`src/rtl/dly_pkg.sv`:
```
// Shared types and default widths for the delay pulse generator.
`timescale 1ns/1ps
package dly_pkg;

    localparam int unsigned DLY_NCH = 4;
    localparam int unsigned DLY_CW  = 15;
    localparam int unsigned DLY_WW  = 14;
    localparam int unsigned DLY_BW  = 16;

    typedef enum logic [1:0] {
        IDLE,
        RUN,
        HOLD
    } dly_state_t;

endpackage

```
`src/rtl/dly_window.sv`:
```
// One registered pulse window: high while base+offset < cnt <= base+offset+width.
`timescale 1ns/1ps
module dly_window
    import dly_pkg::*;
#(
    parameter int unsigned CW = DLY_CW,
    parameter int unsigned WW = DLY_WW
) (
    input  logic          clk,
    input  logic          resetn,
    input  logic          active,
    input  logic [CW-1:0] cnt,
    input  logic [CW-1:0] base,
    input  logic [CW-1:0] offset,
    input  logic [WW-1:0] width,
    input  logic          en,
    output logic          pulse
);

    logic [CW+1:0] cnt_x;
    logic [CW+1:0] width_x;
    logic [CW+1:0] win_start;
    logic [CW+1:0] win_stop;
    logic          hit;

    // Window bounds at two extra bits so start+width never wraps; cnt stops at
    // the period length, which truncates any window running past it.
    always_comb begin
        cnt_x              = '0;
        cnt_x[CW-1:0]      = cnt;
        width_x            = '0;
        width_x[WW-1:0]    = width;
        win_start          = {2'b00, base} + {2'b00, offset};
        win_stop           = win_start + width_x;
        hit                = active && en && (width != '0)
                             && (cnt_x > win_start) && (cnt_x <= win_stop);
    end

    // Register the decode so the output is glitch-free.
    always_ff @(posedge clk) begin
        if (!resetn) begin
            pulse <= 1'b0;
        end else begin
            pulse <= hit;
        end
    end

endmodule

```
`src/rtl/delay_pulse_gen.sv`:
```
// Periodic tstart plus NCH delayed pulses relative to a TDC-tracked base delay.
`timescale 1ns/1ps
module delay_pulse_gen
    import dly_pkg::*;
#(
    parameter int unsigned NCH = DLY_NCH,
    parameter int unsigned CW  = DLY_CW,
    parameter int unsigned WW  = DLY_WW,
    parameter int unsigned BW  = DLY_BW
) (
    input  logic              clk,
    input  logic              resetn,
    input  logic              run,
    input  logic              burst_mode,
    input  logic [BW-1:0]     burst_len,
    input  logic              init,
    input  logic [CW-1:0]     cycle,
    input  logic [WW-1:0]     tstart_width,
    input  logic [CW-1:0]     base_delay,
    input  logic [NCH*CW-1:0] ch_offset,
    input  logic [NCH*WW-1:0] ch_width,
    input  logic [NCH-1:0]    ch_en,
    input  logic              tdc_valid,
    input  logic [CW-1:0]     tdc_data,
    output logic              tstart,
    output logic [NCH-1:0]    out,
    output logic              period_start,
    output logic              busy,
    output logic              burst_done,
    output logic              tdc_overrun
);

    dly_state_t        state;
    logic [CW-1:0]     cnt;
    logic [BW-1:0]     pcount;

    logic [CW-1:0]     cycle_s;
    logic [WW-1:0]     tstart_width_s;
    logic [NCH*CW-1:0] ch_offset_s;
    logic [NCH*WW-1:0] ch_width_s;
    logic [NCH-1:0]    ch_en_s;
    logic              burst_mode_s;
    logic [BW-1:0]     burst_len_s;

    logic [CW-1:0]     pending_base;
    logic [CW-1:0]     active_base;
    logic              tdc_seen;

    logic              running;
    logic              start_go;
    logic              wrap;
    logic              boundary;
    logic [BW-1:0]     burst_len_eff;
    logic              last_burst;

    // Period boundary decode and burst-end test on the shadowed settings.
    always_comb begin
        running       = (state == RUN);
        start_go      = (state == IDLE) && run && (cycle != '0);
        wrap          = running && (cnt == cycle_s);
        boundary      = start_go || wrap;
        burst_len_eff = (burst_len_s == '0) ? BW'(1) : burst_len_s;
        last_burst    = burst_mode_s && (pcount == burst_len_eff);
    end

    // Control FSM: period counter, burst counting and registered status pulses.
    // A zero cycle captured at a wrap stops generation instead of letting cnt
    // run around its full range.
    always_ff @(posedge clk) begin
        if (!resetn) begin
            state        <= IDLE;
            cnt          <= '0;
            pcount       <= '0;
            period_start <= 1'b0;
            busy         <= 1'b0;
            burst_done   <= 1'b0;
        end else begin
            period_start <= 1'b0;
            burst_done   <= 1'b0;
            case (state)
                IDLE: begin
                    if (start_go) begin
                        state        <= RUN;
                        cnt          <= CW'(1);
                        pcount       <= BW'(1);
                        period_start <= 1'b1;
                        busy         <= 1'b1;
                    end
                end
                RUN: begin
                    if (wrap) begin
                        if (!run || (cycle == '0)) begin
                            state <= IDLE;
                            cnt   <= '0;
                            busy  <= 1'b0;
                        end else if (last_burst) begin
                            state      <= HOLD;
                            cnt        <= '0;
                            busy       <= 1'b0;
                            burst_done <= 1'b1;
                        end else begin
                            cnt          <= CW'(1);
                            pcount       <= pcount + 1'b1;
                            period_start <= 1'b1;
                        end
                    end else begin
                        cnt <= cnt + 1'b1;
                    end
                end
                HOLD: begin
                    if (!run) begin
                        state <= IDLE;
                    end
                end
                default: begin
                    state <= IDLE;
                    cnt   <= '0;
                    busy  <= 1'b0;
                end
            endcase
        end
    end

    // Shadow registers and active base: only updated on a period boundary.
    always_ff @(posedge clk) begin
        if (!resetn) begin
            cycle_s        <= '0;
            tstart_width_s <= '0;
            ch_offset_s    <= '0;
            ch_width_s     <= '0;
            ch_en_s        <= '0;
            burst_mode_s   <= 1'b0;
            burst_len_s    <= '0;
            active_base    <= '0;
        end else if (boundary) begin
            cycle_s        <= cycle;
            tstart_width_s <= tstart_width;
            ch_offset_s    <= ch_offset;
            ch_width_s     <= ch_width;
            ch_en_s        <= ch_en;
            burst_mode_s   <= burst_mode;
            burst_len_s    <= burst_len;
            active_base    <= pending_base;
        end
    end

    // Pending base: init beats tdc_valid; a repeat tdc_valid within one
    // period sets the sticky overrun flag.
    always_ff @(posedge clk) begin
        if (!resetn) begin
            pending_base <= '0;
            tdc_overrun  <= 1'b0;
            tdc_seen     <= 1'b0;
        end else begin
            if (init) begin
                pending_base <= base_delay;
                tdc_overrun  <= 1'b0;
            end else if (tdc_valid) begin
                pending_base <= tdc_data;
                if (tdc_seen) begin
                    tdc_overrun <= 1'b1;
                end
            end
            if (boundary) begin
                tdc_seen <= 1'b0;
            end else if (tdc_valid && !init) begin
                tdc_seen <= 1'b1;
            end
        end
    end

    dly_window #(
        .CW(CW),
        .WW(WW)
    ) u_tstart (
        .clk    (clk),
        .resetn (resetn),
        .active (running),
        .cnt    (cnt),
        .base   ('0),
        .offset ('0),
        .width  (tstart_width_s),
        .en     (1'b1),
        .pulse  (tstart)
    );

    for (genvar gi = 0; gi < NCH; gi++) begin : g_ch
        dly_window #(
            .CW(CW),
            .WW(WW)
        ) u_win (
            .clk    (clk),
            .resetn (resetn),
            .active (running),
            .cnt    (cnt),
            .base   (active_base),
            .offset (ch_offset_s[gi*CW +: CW]),
            .width  (ch_width_s[gi*WW +: WW]),
            .en     (ch_en_s[gi]),
            .pulse  (out[gi])
        );
    end

endmodule

```
`config.mk`:
```
export PLATFORM = sky130hd
export DESIGN_NAME = delay_pulse_gen
export DESIGN_NICKNAME = d
export VERILOG_FILES = /design/src/rtl/dly_pkg.sv /design/src/rtl/dly_window.sv /design/src/rtl/delay_pulse_gen.sv
export SDC_FILE = /design/constraint.sdc
export NUM_CORES = 1
export LEC_CHECK = 0
export BUFFER_PORTS_ARGS = -buffer_cell sky130_fd_sc_hd__buf_4
export CAP_MARGIN = 20
export CORE_MARGIN = 2
export CORE_UTILIZATION = 55
export CTS_CLUSTER_SIZE = 12
export DETAILED_ROUTE_END_ITERATION = 10
export HOLD_SLACK_MARGIN = 0.1
export PLACE_DENSITY_LB_ADDON = 0.05
export SKIP_LAST_GASP = 1
export SLEW_MARGIN = 0
export SYNTH_ARGS = -nofsm -noshare
export SYNTH_HDL_FRONTEND = slang
export SYNTH_SLANG_ARGS = --single-unit
```
`constraint.sdc`:
```
create_clock -name clk -period 5.9 [get_ports clk]
set_input_delay 0.59 -clock clk [delete_from_list [all_inputs] [get_ports clk]]
set_output_delay 0.59 -clock clk [all_outputs]
set_load 0.02 [all_outputs]
```
; ---- Word-level counts from Yosys, hierarchy flattened
; Index checks and enable logic that the tools add are counted.
[word_totals]
regBits = 239
[classes]
add_sub_neg = 10
n_bitwise = 4
n_mux = 30
n_reduce_logical = 47
eq_ne = 10
order_cmp = 10
[op_table]
columns = cell, n
row1 = $mux W16, 5
row2 = $reduce_bool A14 Y1, 5
row3 = $add A17 B14 Y17, 4
row4 = $gt A15 B17 Y1, 4
row5 = $le A15 B17 Y1, 4
row6 = $add A15 B15 Y16, 4
row7 = $mux W15, 4
row8 = $pmux W15 S3, 1
row9 = $pmux W16 S2, 1
row10 = $logic_and A1 B1 Y1, 24
row11 = $add A16 B1 Y16 const B, 1
row12 = $eq A16 B16 Y1, 1
row13 = $logic_not A16 Y1, 1
row14 = $add A15 B1 Y15 const B, 1
row15 = $eq A15 B15 Y1, 1
row16 = $gt A15 B1 Y1 const B, 1
row17 = $le A15 B14 Y1, 1
row18 = $logic_not A15 Y1, 1
row19 = $reduce_bool A15 Y1, 1
row20 = $mux W1, 11
row21 = $mux W2, 5
row22 = $ne A2 B2 Y1 const B, 5
row23 = $reduce_and A4 Y1, 2
row24 = $pmux W2 S3, 1
row25 = other kinds (14), 22

; ---- Longest topological paths before layout
[depth]
depth_word = 8
mapped_depth = 22
depth_no_buf = 22

; ---- Modules after synthesis
; Synthesis repeated with hierarchy kept, for this count alone.
[hier_totals]
hier_cells = 2514
area_unflattened_um2 = 19969.2
[modules_own_cells]
columns = module, seq_area_each_um2, instances, area_each_um2, cells_each
row1 = delay_pulse_gen, 4684.5, 1, 9327.7, 1155
row2 = dly_window at g_ch[2].u_win ..., 20.0, 2, 2148.3, 276
row3 = dly_window at g_ch[0].u_win ..., 20.0, 2, 2113.3, 268
row4 = dly_window at u_tstart, 20.0, 1, 2118.3, 271

; ---- Least setup slack after synthesis
; OpenSTA, ideal clock, no wires.
[synth_timing]
kind = reg-to-reg
start = register active_base[1]
end = register g_ch[1].u_win.pulse
t_required_ns = 5.830
path_slack_ns = 1.624
period_less_slack_ns = 4.276
t_arrival_ns = 4.207
setup_time_ns = 0.070
path_stages_with_launch = 21
n_path_buf = 0
path_cell_list = dfxtp_1 -> ha_1 -> a211oi_1 -> nor2_1 -> o41a_1 -> a41o_1 -> o41ai_2 -> o21bai_1 -> a21oi_1 -> xnor2_1 -> ha_1 -> a2111o_1 -> o221ai_1 -> xnor2_1 -> ha_1 -> nand2_1 -> nor2_1 -> nand4_1 -> or3_1 -> and3_1 -> a21oi_1
[synth_via]
elab_chain_cells = 4
word_cells_on_any_way = 6
classes_between = add/sub: 2 / order compare: 2 / reduce/logical: 2
[synth_rtl]
columns = item, line
row1 = from (decl), delay_pulse_gen.sv:46  ; logic [CW-1:0] active_base;
row2 = from (signal assigned), delay_pulse_gen.sv:143  ; active_base <= pending_base;
row3 = $add A15 B15 Y16 (*), dly_window.sv:33  ; win_start = {2'b00, base} + {2'b00, offset};
row4 = $add A17 B14 Y17 / $gt A15 B17 Y1 (equally long branches), "dly_window.sv:34, dly_window.sv:36"
row5 = $le A15 B17 Y1 / $logic_and A1 B1 Y1 (equally long branches), dly_window.sv:36  ; && (cnt_x > win_start) && (cnt_x <= win_stop);
row6 = $logic_and A1 B1 Y1 (*), dly_window.sv:36
row7 = to (signal assigned), dly_window.sv:44  ; pulse <= hit;
row8 = to (decl), dly_window.sv:17  ; output logic pulse
; Every way passes the cells marked *; elsewhere a longest branch is shown, timed or not.
; A chain may end at the register's enable or synchronous reset.

; ---- Final worst setup path
; Same ends and word-level chain as after synthesis.

==> impl_metrics.json <==
{
  "outcome": "finished, final reports clean",
  "finalCritPeriodShare_pct": 83.1,
  "synth_edf_count": 0,
  "cts_buffer_depth": 3,
  "netlist_instances": 2250,
  "grt_max_degree": 182,
  "max_stage_delay_ns": 0.63,
  "crit_family": "compound AO/OA/AOI/OAI gates",
  "nNetsFinal": 2891,
  "power.leakage_nw": 9.33,
  "vias": 16600,
  "drive_gt1_share_pct": 11.7,
  "cp-start-kind": "register",
  "grt_pass1_vias": 15700,
  "p_per_area_nw_per_um2": 238,
  "synthArstFlopShare_pct": 0,
  "insertion_delay_ns": 0.58,
  "finalClockSkew_ns": 0.0194,
  "setup_viol": 0,
  "synth.distinct_cells": 70,
  "timing.hold.ws_ns": 0.244,
  "min_path_type": "primary input to register",
  "critPathMaxFanout": 9,
  "worstSetupPathType": "register to register",
  "area_growth_pct": 15.9,
  "crit_path_top_delay_cell": "dfxtp_1",
  "die_y_microns": 183,
  "dp.final_hpwl_mm": 38.6,
  "cts_tree": "done",
  "postRouteAntennaNets": 0,
  "rsz0062_at_grt": "no",
  "vias_per_cell": 5.84,
  "syn_avg_cell_area_sq_um": 7.82,
  "dr.pass1.iters": 5,
  "hold_buffers": 0,
  "drc": 0,
  "min_period_ns": 4.91,
  "die_w_microns": 183,
  "layout_commonest_cell": "nand2_1",
  "fmax_ghz": 0.204,
  "initial_core_util_pct": 55.8,
  "overflow": 0,
  "cts_resized": 0,
  "cp.arrival_ns": 5.42,
  "clkTransAtPathRegs_ns": 0.06,
  "die-area_sq_um": 33500,
  "numPortBuffers": 209,
  "crit_top_cell": "ha_1",
  "antenna_found_initial": 1,
  "cts_buffers": 27,
  "ios": 210,
  "wl_per_cell_microns": 18.3,
  "drv_cap": 0,
  "post_cts_buffers": 0,
  "fillers": 2886,
  "grtUsageTotal_pct": 30.7,
  "num_rows": 65,
  "synth_area_sq_um": 17600,
  "drtIter0Drc": 1175,
  "ys_ff_latch": 239,
  "synth.net_count": 2715,
  "gp_congestion": 0.918,
  "path_cells": "ha_1, a211oi_1, nor2_1, o41a_1, a41o_1, o41ai_2, xnor2_1, ha_1, nand4_1, o21ai_0, o221ai_1, xnor2_1, ha_1, nand2_1, nor2_1, nand4_1, or3_1, and3_1, a21oi_1",
  "cts_max_level": 1,
  "hold_viol_final": 0,
  "crit_required_ns": 6.41,
  "final_cell_mix": "416 x nand2_1, 294 x a21oi_1, 256 x ha_1",
  "synth_ff_type": "dfxtp_1",
  "cts.sinks": 239,
  "n_antenna_cell": 0,
  "yosys_warnings": 0,
  "tightest_slew_ns": 1.10,
  "tns_ns": 0,
  "cts_root_buf": "clkbuf_16",
  "maxSlewViolCount": 0,
  "grt_pass1_wl_mm": 82.0,
  "totalWireLength_mm": 52.0,
  "cp-end-kind": "register",
  "core_area_sq_um": 31600,
  "ir_worst_vdd_uv": 210,
  "relSlewSlack_pct": 26.6,
  "yosysSeqAreaShare_pct": 27.2,
  "cp_num_buf_inv": 0
}
layout make-up:
cell class	count	area [sq um]	area share (%)
well taps	402	503	2.47
clock buffers	40	805	3.94
inverters	95	362	1.77
clock inverters	6	120	0.589
repair buffers	230	1770	8.69
multi-input cells	1833	12100	59.1
flip-flops and latches	239	4780	23.5
flip-flops by register name, summed over array words and instances (netlist names), 4 cells and up:
name              cells
cnt                  15
g_ch.u_win.pulse      4
tstart_width_s       14
pcount               16
burst_len_s          16
cycle_s              15
pending_base         15
ch_offset_s          60
ch_en_s               4
ch_width_s           56
active_base          15
cell families after synthesis:
| family | count (synthesis) | synth area share [%] |
|---|---|---|
| fa+ha+maj | 264 | 19.1 |
| buf+inv | 178 | 4.41 |
| mux | 17 | 0.967 |
| flops | 239 | 27.2 |
| xor+xnor | 155 | 7.71 |
| compound gates | 554 | 18.4 |
| simple gates | 843 | 22.2 |
routing by layer:
layer | part of all wire (%) | GRT usage (%) | vias up
li1 | - | - | 8340
met1 | 44 | 39.6 | 7663
met2 | 46 | 52.1 | 493
met3 | 6.1 | 4.63 | 105
met4 | 3.9 | 10.8 | 2
met5 | 0.025 | 0 | -
Yosys cell counts, types with 10 or more instances:
cell type  count  area share, %
o21bai_1      14           0.60
nand2b_1      19           0.68
buf_2         11           0.31
dfxtp_1      239             27
a21o_1        51            2.2
clkbuf_1      56            1.2
or3_1         15           0.53
xor2_1        63            3.1
nor2_1       119            2.5
xnor2_1       92            4.6
a21oi_1      294            8.4
buf_6         10           0.64
nor3_1        49            1.4
nand3_1       50            1.4
o21a_1        14           0.60
nor2b_1       21           0.75
a211oi_1      23           0.98
nand4_1       53            1.9
inv_1         94            2.0
ha_1         256             18
o21ai_0       89            2.5
and3_1        22           0.78
a31oi_1       24           0.85
nand2_1      416            8.9
nor4_1        27           0.96
mux2i_1       17           0.97
where the power goes:
group | total [mW] | switching, mW | internal [mW]
combinational | 1.27 | 0.718 | 0.548
sequential | 1.82 | 0.102 | 1.71
clock | 1.77 | 0.703 | 1.07
total | 4.85 | 1.52 | 3.33
path summary, 6_finish.rpt:
kind	startpoint	end	slack, ns	cells after the start
worst max register to register	active_base[1]$_SDFFE_PN0P_	g_ch[1].u_win.pulse$_SDFF_PN0_	0.99	19
worst min register to register	burst_len_s[0]$_SDFFE_PN0P_	burst_len_s[0]$_SDFFE_PN0P_	0.46	2
worst min-delay path	base_delay[13]	pending_base[13]$_SDFFE_PN0P_	0.24	3
worst max-delay path	active_base[1]$_SDFFE_PN0P_	g_ch[1].u_win.pulse$_SDFF_PN0_	0.99	19
stage by stage:
stage	area (sq um)	utilization (%)	setup slack (ns)	std cells	total power, mW
floorplan	17600	-	1.62	2250	2.72
global placement	19400	61.6	1.23	2798	3.07
detailed placement	19400	61.6	1.08	2798	3.09
CTS	20400	64.6	1.04	2844	4.86
global route	20400	64.6	0.593	2845	5.10
finish	20400	64.6	0.994	2845	4.85
tightest hold or removal path: cells and delay by family:
kind	cells	cell delay [ns]
buf+inv	1	0.08
simple gates	1	0.07
compound gates	1	0.05
Note: power is estimated with default switching activity, not from simulation.
